**src/rtl/lvds_pkg.sv**
```systemverilog
// Shared LVDS definitions: frame constants, FSM states, dibit selection helper.
package lvds_pkg;

  localparam logic [1:0]  SYNC_I       = 2'b10;
  localparam logic [1:0]  SYNC_Q       = 2'b01;
  localparam logic [1:0]  IDLE_DIBIT   = 2'b00;
  localparam int unsigned FRAME_DIBITS = 16;
  localparam int unsigned SAMPLE_BITS  = 14;
  localparam int unsigned CNT_W        = $clog2(FRAME_DIBITS);

  typedef logic [CNT_W-1:0] dibit_idx_t;

  localparam dibit_idx_t SYNC_I_IDX = dibit_idx_t'(0);
  localparam dibit_idx_t SYNC_Q_IDX = dibit_idx_t'(FRAME_DIBITS / 2);
  localparam dibit_idx_t LAST_IDX   = dibit_idx_t'(FRAME_DIBITS - 1);
  // Pull decision is registered, so it is taken one dibit before the pull is visible.
  localparam dibit_idx_t PULL_IDX   = dibit_idx_t'(FRAME_DIBITS - 3);

  typedef enum logic [1:0] {
    ST_IDLE = 2'd0,
    ST_WAIT = 2'd1,
    ST_TX   = 2'd2
  } lvds_state_t;

  // word[31:30] and word[15:14] sit exactly under dibits 0 and 8, so a single
  // left shift by 2*idx lines up every payload dibit; the sync slots override.
  function automatic logic [1:0] frame_dibit(input logic [31:0] word, input dibit_idx_t idx);
    logic [31:0] aligned;
    logic [1:0]  result;
    aligned = word << {idx, 1'b0};
    result  = aligned[31:30];
    if (idx == SYNC_I_IDX) result = SYNC_I;
    if (idx == SYNC_Q_IDX) result = SYNC_Q;
    return result;
  endfunction

endpackage

```
**src/rtl/lvds_tx_if.sv**
```systemverilog
// TX FIFO handshake and DDR output bus of the LVDS transmitter.
interface lvds_tx_if;
  logic        i_enable;
  logic        i_fifo_empty;
  logic [31:0] i_fifo_data;
  logic        o_fifo_pull;
  logic [1:0]  o_ddr_data;
  logic        o_busy;
  logic        o_underrun;

  modport master (
    output i_enable, i_fifo_empty, i_fifo_data,
    input  o_fifo_pull, o_ddr_data, o_busy, o_underrun
  );

  modport slave (
    input  i_enable, i_fifo_empty, i_fifo_data,
    output o_fifo_pull, o_ddr_data, o_busy, o_underrun
  );
endinterface

```
**src/rtl/lvds_tx_serializer.sv**
```systemverilog
// Sample word holding register with frame-index dibit selection.
module lvds_tx_serializer
  import lvds_pkg::*;
(
  input  logic        clk,
  input  logic        rst,
  input  logic        load,
  input  logic [31:0] word,
  input  dibit_idx_t  idx,
  output logic [1:0]  dibit
);

  logic [31:0] shift_reg;

  // Hold the current sample word for the duration of its frame
  always_ff @(posedge clk or posedge rst) begin
    if (rst) begin
      shift_reg <= '0;
    end else if (load) begin
      shift_reg <= word;
    end
  end

  // Select the dibit for the requested frame position
  always_comb begin
    dibit = frame_dibit(shift_reg, idx);
  end

endmodule

```
**src/rtl/lvds_tx.sv**
```systemverilog
// LVDS transmit serializer: pulls I/Q words from the TX FIFO and emits 16-dibit frames.
module lvds_tx
  import lvds_pkg::*;
(
  input  logic     i_ddr_clk,
  input  logic     i_reset,
  output logic     o_fifo_read_clk,
  lvds_tx_if.slave bus
);

  lvds_state_t state, state_n;
  dibit_idx_t  cnt, cnt_n;
  logic        pull, pull_n;
  logic        prefetch, prefetch_n;
  logic        underrun, underrun_n;
  logic        load;
  logic [1:0]  ddr, ddr_n;
  logic [1:0]  next_dibit;
  logic        can_pull;

  assign can_pull = bus.i_enable && !bus.i_fifo_empty;

  // Dibit for the next cycle comes from the frame position the counter moves to
  lvds_tx_serializer u_serializer (
    .clk   (i_ddr_clk),
    .rst   (i_reset),
    .load  (load),
    .word  (bus.i_fifo_data),
    .idx   (cnt_n),
    .dibit (next_dibit)
  );

  // Next-state, pull and counter logic
  always_comb begin
    state_n    = state;
    cnt_n      = cnt;
    pull_n     = 1'b0;
    prefetch_n = prefetch;
    underrun_n = underrun;
    load       = 1'b0;
    unique case (state)
      ST_IDLE: begin
        // The pull strobe is registered one cycle ahead, so the IDLE cycle that
        // shows it is the one that hands over to WAIT.
        if (pull) begin
          state_n = ST_WAIT;
        end else if (can_pull) begin
          pull_n = 1'b1;
        end
      end
      ST_WAIT: begin
        state_n = ST_TX;
        cnt_n   = '0;
        load    = 1'b1;
      end
      ST_TX: begin
        cnt_n = cnt + 1'b1;
        if (cnt == PULL_IDX && can_pull) begin
          pull_n     = 1'b1;
          prefetch_n = 1'b1;
        end
        if (cnt == LAST_IDX) begin
          if (prefetch) begin
            load       = 1'b1;
            prefetch_n = 1'b0;
          end else begin
            state_n = ST_IDLE;
            pull_n  = can_pull;
            if (bus.i_enable) underrun_n = 1'b1;
          end
        end
      end
      default: begin
        state_n = ST_IDLE;
      end
    endcase
    if (!bus.i_enable) underrun_n = 1'b0;
  end

  assign ddr_n = (state_n == ST_TX) ? next_dibit : IDLE_DIBIT;

  // State, counter and registered outputs
  always_ff @(posedge i_ddr_clk or posedge i_reset) begin
    if (i_reset) begin
      state    <= ST_IDLE;
      cnt      <= '0;
      pull     <= 1'b0;
      prefetch <= 1'b0;
      underrun <= 1'b0;
      ddr      <= IDLE_DIBIT;
    end else begin
      state    <= state_n;
      cnt      <= cnt_n;
      pull     <= pull_n;
      prefetch <= prefetch_n;
      underrun <= underrun_n;
      ddr      <= ddr_n;
    end
  end

  assign o_fifo_read_clk = i_ddr_clk;
  assign bus.o_fifo_pull = pull;
  assign bus.o_ddr_data  = ddr;
  assign bus.o_busy      = (state != ST_IDLE);
  assign bus.o_underrun  = underrun;

endmodule

```
**src/flat_wrapper.sv**
```systemverilog
// flat-port wrapper written by rule: the top's interface ports become plain ports
module lvds_tx_flat import lvds_pkg::*;
  (i_ddr_clk, i_reset, o_fifo_read_clk, bus_i_enable, bus_i_fifo_empty, bus_i_fifo_data, bus_o_fifo_pull, bus_o_ddr_data, bus_o_busy, bus_o_underrun);
  lvds_tx_if bus_i ();
  input  logic i_ddr_clk;
  input  logic i_reset;
  output logic o_fifo_read_clk;
  input wire logic [$bits(bus_i.i_enable)-1:0] bus_i_enable;
  input wire logic [$bits(bus_i.i_fifo_empty)-1:0] bus_i_fifo_empty;
  input wire logic [$bits(bus_i.i_fifo_data)-1:0] bus_i_fifo_data;
  output wire logic [$bits(bus_i.o_fifo_pull)-1:0] bus_o_fifo_pull;
  output wire logic [$bits(bus_i.o_ddr_data)-1:0] bus_o_ddr_data;
  output wire logic [$bits(bus_i.o_busy)-1:0] bus_o_busy;
  output wire logic [$bits(bus_i.o_underrun)-1:0] bus_o_underrun;
  assign bus_i.i_enable = bus_i_enable;
  assign bus_i.i_fifo_empty = bus_i_fifo_empty;
  assign bus_i.i_fifo_data = bus_i_fifo_data;
  assign bus_o_fifo_pull = bus_i.o_fifo_pull;
  assign bus_o_ddr_data = bus_i.o_ddr_data;
  assign bus_o_busy = bus_i.o_busy;
  assign bus_o_underrun = bus_i.o_underrun;
  lvds_tx u_core (.i_ddr_clk(i_ddr_clk), .i_reset(i_reset), .o_fifo_read_clk(o_fifo_read_clk), .bus(bus_i));
endmodule
```
**config.mk**
```make
export PLATFORM = sky130hd
export DESIGN_NAME = lvds_tx_flat
export DESIGN_NICKNAME = d
export VERILOG_FILES = /design/src/rtl/lvds_pkg.sv /design/src/rtl/lvds_tx_if.sv /design/src/rtl/lvds_tx_serializer.sv /design/src/rtl/lvds_tx.sv /design/src/flat_wrapper.sv
export SDC_FILE = /design/constraint.sdc
export NUM_CORES = 1
export LEC_CHECK = 0
export CAP_MARGIN = 20
export CORE_MARGIN = 4
export CORE_UTILIZATION = 52
export CTS_BUF_LIST = sky130_fd_sc_hd__clkbuf_16
export DETAILED_ROUTE_END_ITERATION = 8
export MAX_ROUTING_LAYER = met4
export PLACE_DENSITY = 0.8
export SLEW_MARGIN = 20
export SYNTH_ARGS = -nofsm -noshare
export SYNTH_HDL_FRONTEND = slang
export SYNTH_SLANG_ARGS = --single-unit
```
**constraint.sdc**
```tcl
create_clock -name i_ddr_clk -period 2.8 [get_ports i_ddr_clk]
set_clock_uncertainty 0.2 [all_clocks]
set_input_delay 0.42 -clock i_ddr_clk [delete_from_list [all_inputs] [get_ports i_ddr_clk]]
set_output_delay 0.42 -clock i_ddr_clk [all_outputs]
set_load 0.03 [all_outputs]
```
# Word-level counts from Yosys, hierarchy flattened
# Index checks and enable logic that the tools add are counted.
[op_classes] addsub=1 bitwise=0 n_lt_le_gt_ge=0 mul=0 muxes=24 eq_ne=9 reduce_logical=7 shift=1 n_div=0
[op_table] op="$shl A32 B5 Y32" count=1
[op_table] op="$mux W1" count=14
[op_table] op="$eq A4 B4 Y1 const B" count=3
[op_table] op="$mux W2" count=6
[op_table] op="$pmux W4 S2" count=1
[op_table] op="$pmux W2 S3" count=1
[op_table] op="$add A4 B1 Y4 const B" count=1
[op_table] op="$eq A2 B2 Y1 const B" count=2
[op_table] op="$logic_not A4 Y1" count=1
[op_table] op="$ne A2 B1 Y1 const B" count=2
[op_table] op="$pmux W1 S2" count=2
[op_table] op="$reduce_and A3 Y1" count=1
[op_table] op="$eq A2 B1 Y1 const B" count=1
[op_table] op="$logic_and A1 B1 Y1" count=2
[op_table] op="$logic_not A2 Y1" count=1
[op_table] op="$ne A2 B2 Y1 const B" count=1
[op_table] op="$reduce_bool A2 Y1" count=1
[op_table] op="$logic_not A1 Y1" count=1
[totals] ram_bits=0 input_bits=36 output_inout_bits=6 rom_bits=0 regBits=43 latchBits=0 elab_cells=49 mem_count=0

# Depth between registers and ports, before layout
[logic_depth] ltp_word=7 depth_mapped=10 ltp_nobuf=9

# Modules after synthesis
# A second synthesis with hierarchy kept.
[hier_totals] hier_cells=137 hier_area_um2=1885.6
[modules_own_cells] mod="lvds_tx_serializer" cells_per_inst=80 n_inst=1 seq_area_each_um2=700.7 area_each_um2=1286.2
[modules_own_cells] mod="lvds_tx" cells_per_inst=57 n_inst=1 seq_area_each_um2=275.3 area_each_um2=599.3

==> run summary <==
GP Congestion = 0.8545
Worst Path Arrival = 2750 ps
Hold Vio Cnt, Final = 0
Synthesized Nets = 246
WL/cell = 15.59 microns
DP HPWL = 3429 microns
I/O Buffers = 39
die width = 73.67 microns
number of flops mapped to enable cells by yosys = 0
flops & latches, synth = 41
Seq/Total Area, Yosys = 45.76%
grt total ovfl = 0
MaxCap Viol Count = 0
final setup fails = 0
kind of critical path = reg -> reg
Top Usage Layer GRT = met2
core region area = 4086 sq um
fin. max-slew vios = 0
max reg flops = 30
fin crit share = 93.92%
leak pwr = 1.295 nW
Distinct cells, synth = 45
number of global-route vias before repair = 1,815
CP top delay family = compound AO/OA/AOI/OAI gates
CP Max Fanout = 16
met1 Usage GRT = 23.54%
post-route minimum period = 2630 ps
DRC errors left = 0
Worst slew margin = 65.62%
run status = completed
Antenna Cells = 0
min-delay worst type = in -> async
post-route ant nets = 0
number of vias per cell = 5.670
commonest cells after routing, fill and taps aside = 41 x dfrtp_1, 38 x clkdlybuf4s50_1, 30 x mux2_2, 17 x inv_1, 12 x buf_4
CTS tree = done
Synth Flop Type = dfrtp_1
number of core rows = 23
TNS Setup = 0 ps
Detailed Route Iter0 Violations = 115
unrepaired setup endpoints after global routing = no
CP max stage delay = 550 ps
Worst Path Buf+Inv = 1
Worst Tran Pin Value = 515.7 ps
pwr dens = 1023 nW/um^2
WL final = 4771 microns
Fmax = 380.3 MHz
Post-layout nets = 298
detailed-route via count = 1,735
GR Util All Layers = 20.21%
Post-Syn Area = 2242 sq um
sequence of cells on the critical path = inv_1 > ha_2 > or4_1 > o211a_2 > o221ai_2 > nor3_1 > a2111o_1 > a21oi_2
Worst path slowest cell = or4_1
asr flop ratio synth = 100.0%
Worst Path Required = 2920 ps
Area growth syn-to-layout = 31.64%
maximum VDD drop = 0.0005816 V
leading cell type in the layout, fill and taps excluded = dfrtp_1
antenna violations before repair = 0
initial core utilization = 54.87%
Clock Latency Late Sink = 390 ps
fraction of layout cells with a size suffix above 1 = 23.05%
Ys Warns = 0
first-pass iteration count of the detailed router = 4
first-pass GRT wire length = 8010 microns
clock slew at reported path FFs = 60 ps
Post-Syn Instances = 203
Post-Syn Area per Cell = 11.05 sq um
pin count of the biggest net entering global routing = 42
crit start category = flip-flop
Critical Path Sink Type = flip-flop
M2 GR Usage = 32.78%
Die ar. = 5427 sq um
Die H = 73.67 microns
IO Count = 42
met3 Track Usage GR = 5.746%
Power, Total = 3.020 mW
stage by stage:
step / setup WS (ps) / utilization (%) / area (sq um) / instances / hold slack, ps
after floorplan: 438.0 / - / 2242 / 203 / 270.4
after global placement: 107.6 / 67.02 / 2739 / 295 / 279.9
after detailed placement: 54.70 / 67.02 / 2739 / 295 / 290.4
after CTS: 32.00 / 72.17 / 2949 / 306 / 285.9
after global routing: 34.90 / 72.23 / 2952 / 306 / 313.9
final: 170.3 / 72.23 / 2952 / 306 / 256.4
area by class of cell:
class / count / area, sq um
Fill cell: 301 / 1135
Timing Repair Buffer: 50 / 470.5
Inverter: 15 / 56.30
Sequential cell: 41 / 1026
Clock buffer: 9 / 209.0
Tap cell: 50 / 62.56
Clock inverter: 3 / 11.26
Multi-Input combinational cell: 138 / 1116
what timing repair did:
action | 4_1_cts | 5_1_grt
hold buffers | 0 | 0
setup endpoints to repair | 1 | 2
buffers inserted | 0 | 0
resized for setup | 1 | 1
routing by layer:
metal,vias up,part of all wire (%)
met5,-,0
met4,0,1.4
met3,7,4.3
met2,44,52
met1,837,42
li1,847,-
cell families after synthesis:
| group | share of synthesized area, % |
|---|---|
| xor+xnor | 1.172 |
| flops | 45.76 |
| compound gates | 14.29 |
| mux | 19.36 |
| simple gates | 10.77 |
| buf+inv | 4.743 |
| fa+ha+maj | 3.906 |
power by group:
group | internal, mW | total, mW | leakage, nW | switching (mW)
clock | 0.516 | 0.791 | 0.120 | 0.276
combinational | 0.641 | 1.22 | 0.676 | 0.576
sequential | 0.847 | 1.01 | 0.500 | 0.165
total | 2.00 | 3.02 | 1.30 | 1.02
path summary, 6_finish.rpt:
path | startpoint | endpoint | slack [ps] | cells past startpoint
max in group asynchronous | i_reset | u_core.cnt[1] | 1780 | 3
setup reg to reg | u_core.state[1] | u_core.bus.o_ddr_data[0] | 170 | 8
hold reg to reg | u_core.u_serializer.shift_reg[25] | u_core.u_serializer.shift_reg[25] | 300 | 1
hold / removal | i_reset | u_core.u_serializer.shift_reg[27] | 260 | 3
min in group i_ddr_clk | u_core.u_serializer.shift_reg[25] | u_core.u_serializer.shift_reg[25] | 300 | 1
setup / recovery | u_core.state[1] | u_core.bus.o_ddr_data[0] | 170 | 8
cells in the mapped netlist (2+ instances only):
master / number / share of area [%]
and4b_1: 2 / 0.89
nor3b_1: 3 / 1.0
o21ai_0: 6 / 1.3
xor2_1: 2 / 0.78
nor3_1: 5 / 1.1
nand3_1: 4 / 0.89
mux2i_1: 7 / 3.1
dfrtp_1: 41 / 46
a21oi_1: 10 / 2.2
o22a_1: 3 / 1.2
nor2_1: 9 / 1.5
buf_2: 7 / 1.6
a211oi_1: 3 / 1.0
o211ai_1: 3 / 1.0
mux2_2: 30 / 15
inv_1: 14 / 2.3
nand2_1: 11 / 1.8
ha_1: 7 / 3.9
nand2b_1: 5 / 1.4
a311oi_1: 2 / 0.78
buf_4: 2 / 0.67
o22ai_1: 4 / 1.1
worst min-delay path: stages:
cell and delay [ps]:
clkdlybuf4s50_1 390, inv_1 50, buf_4 430
No activity file was read; power rests on OpenSTA's default activity.
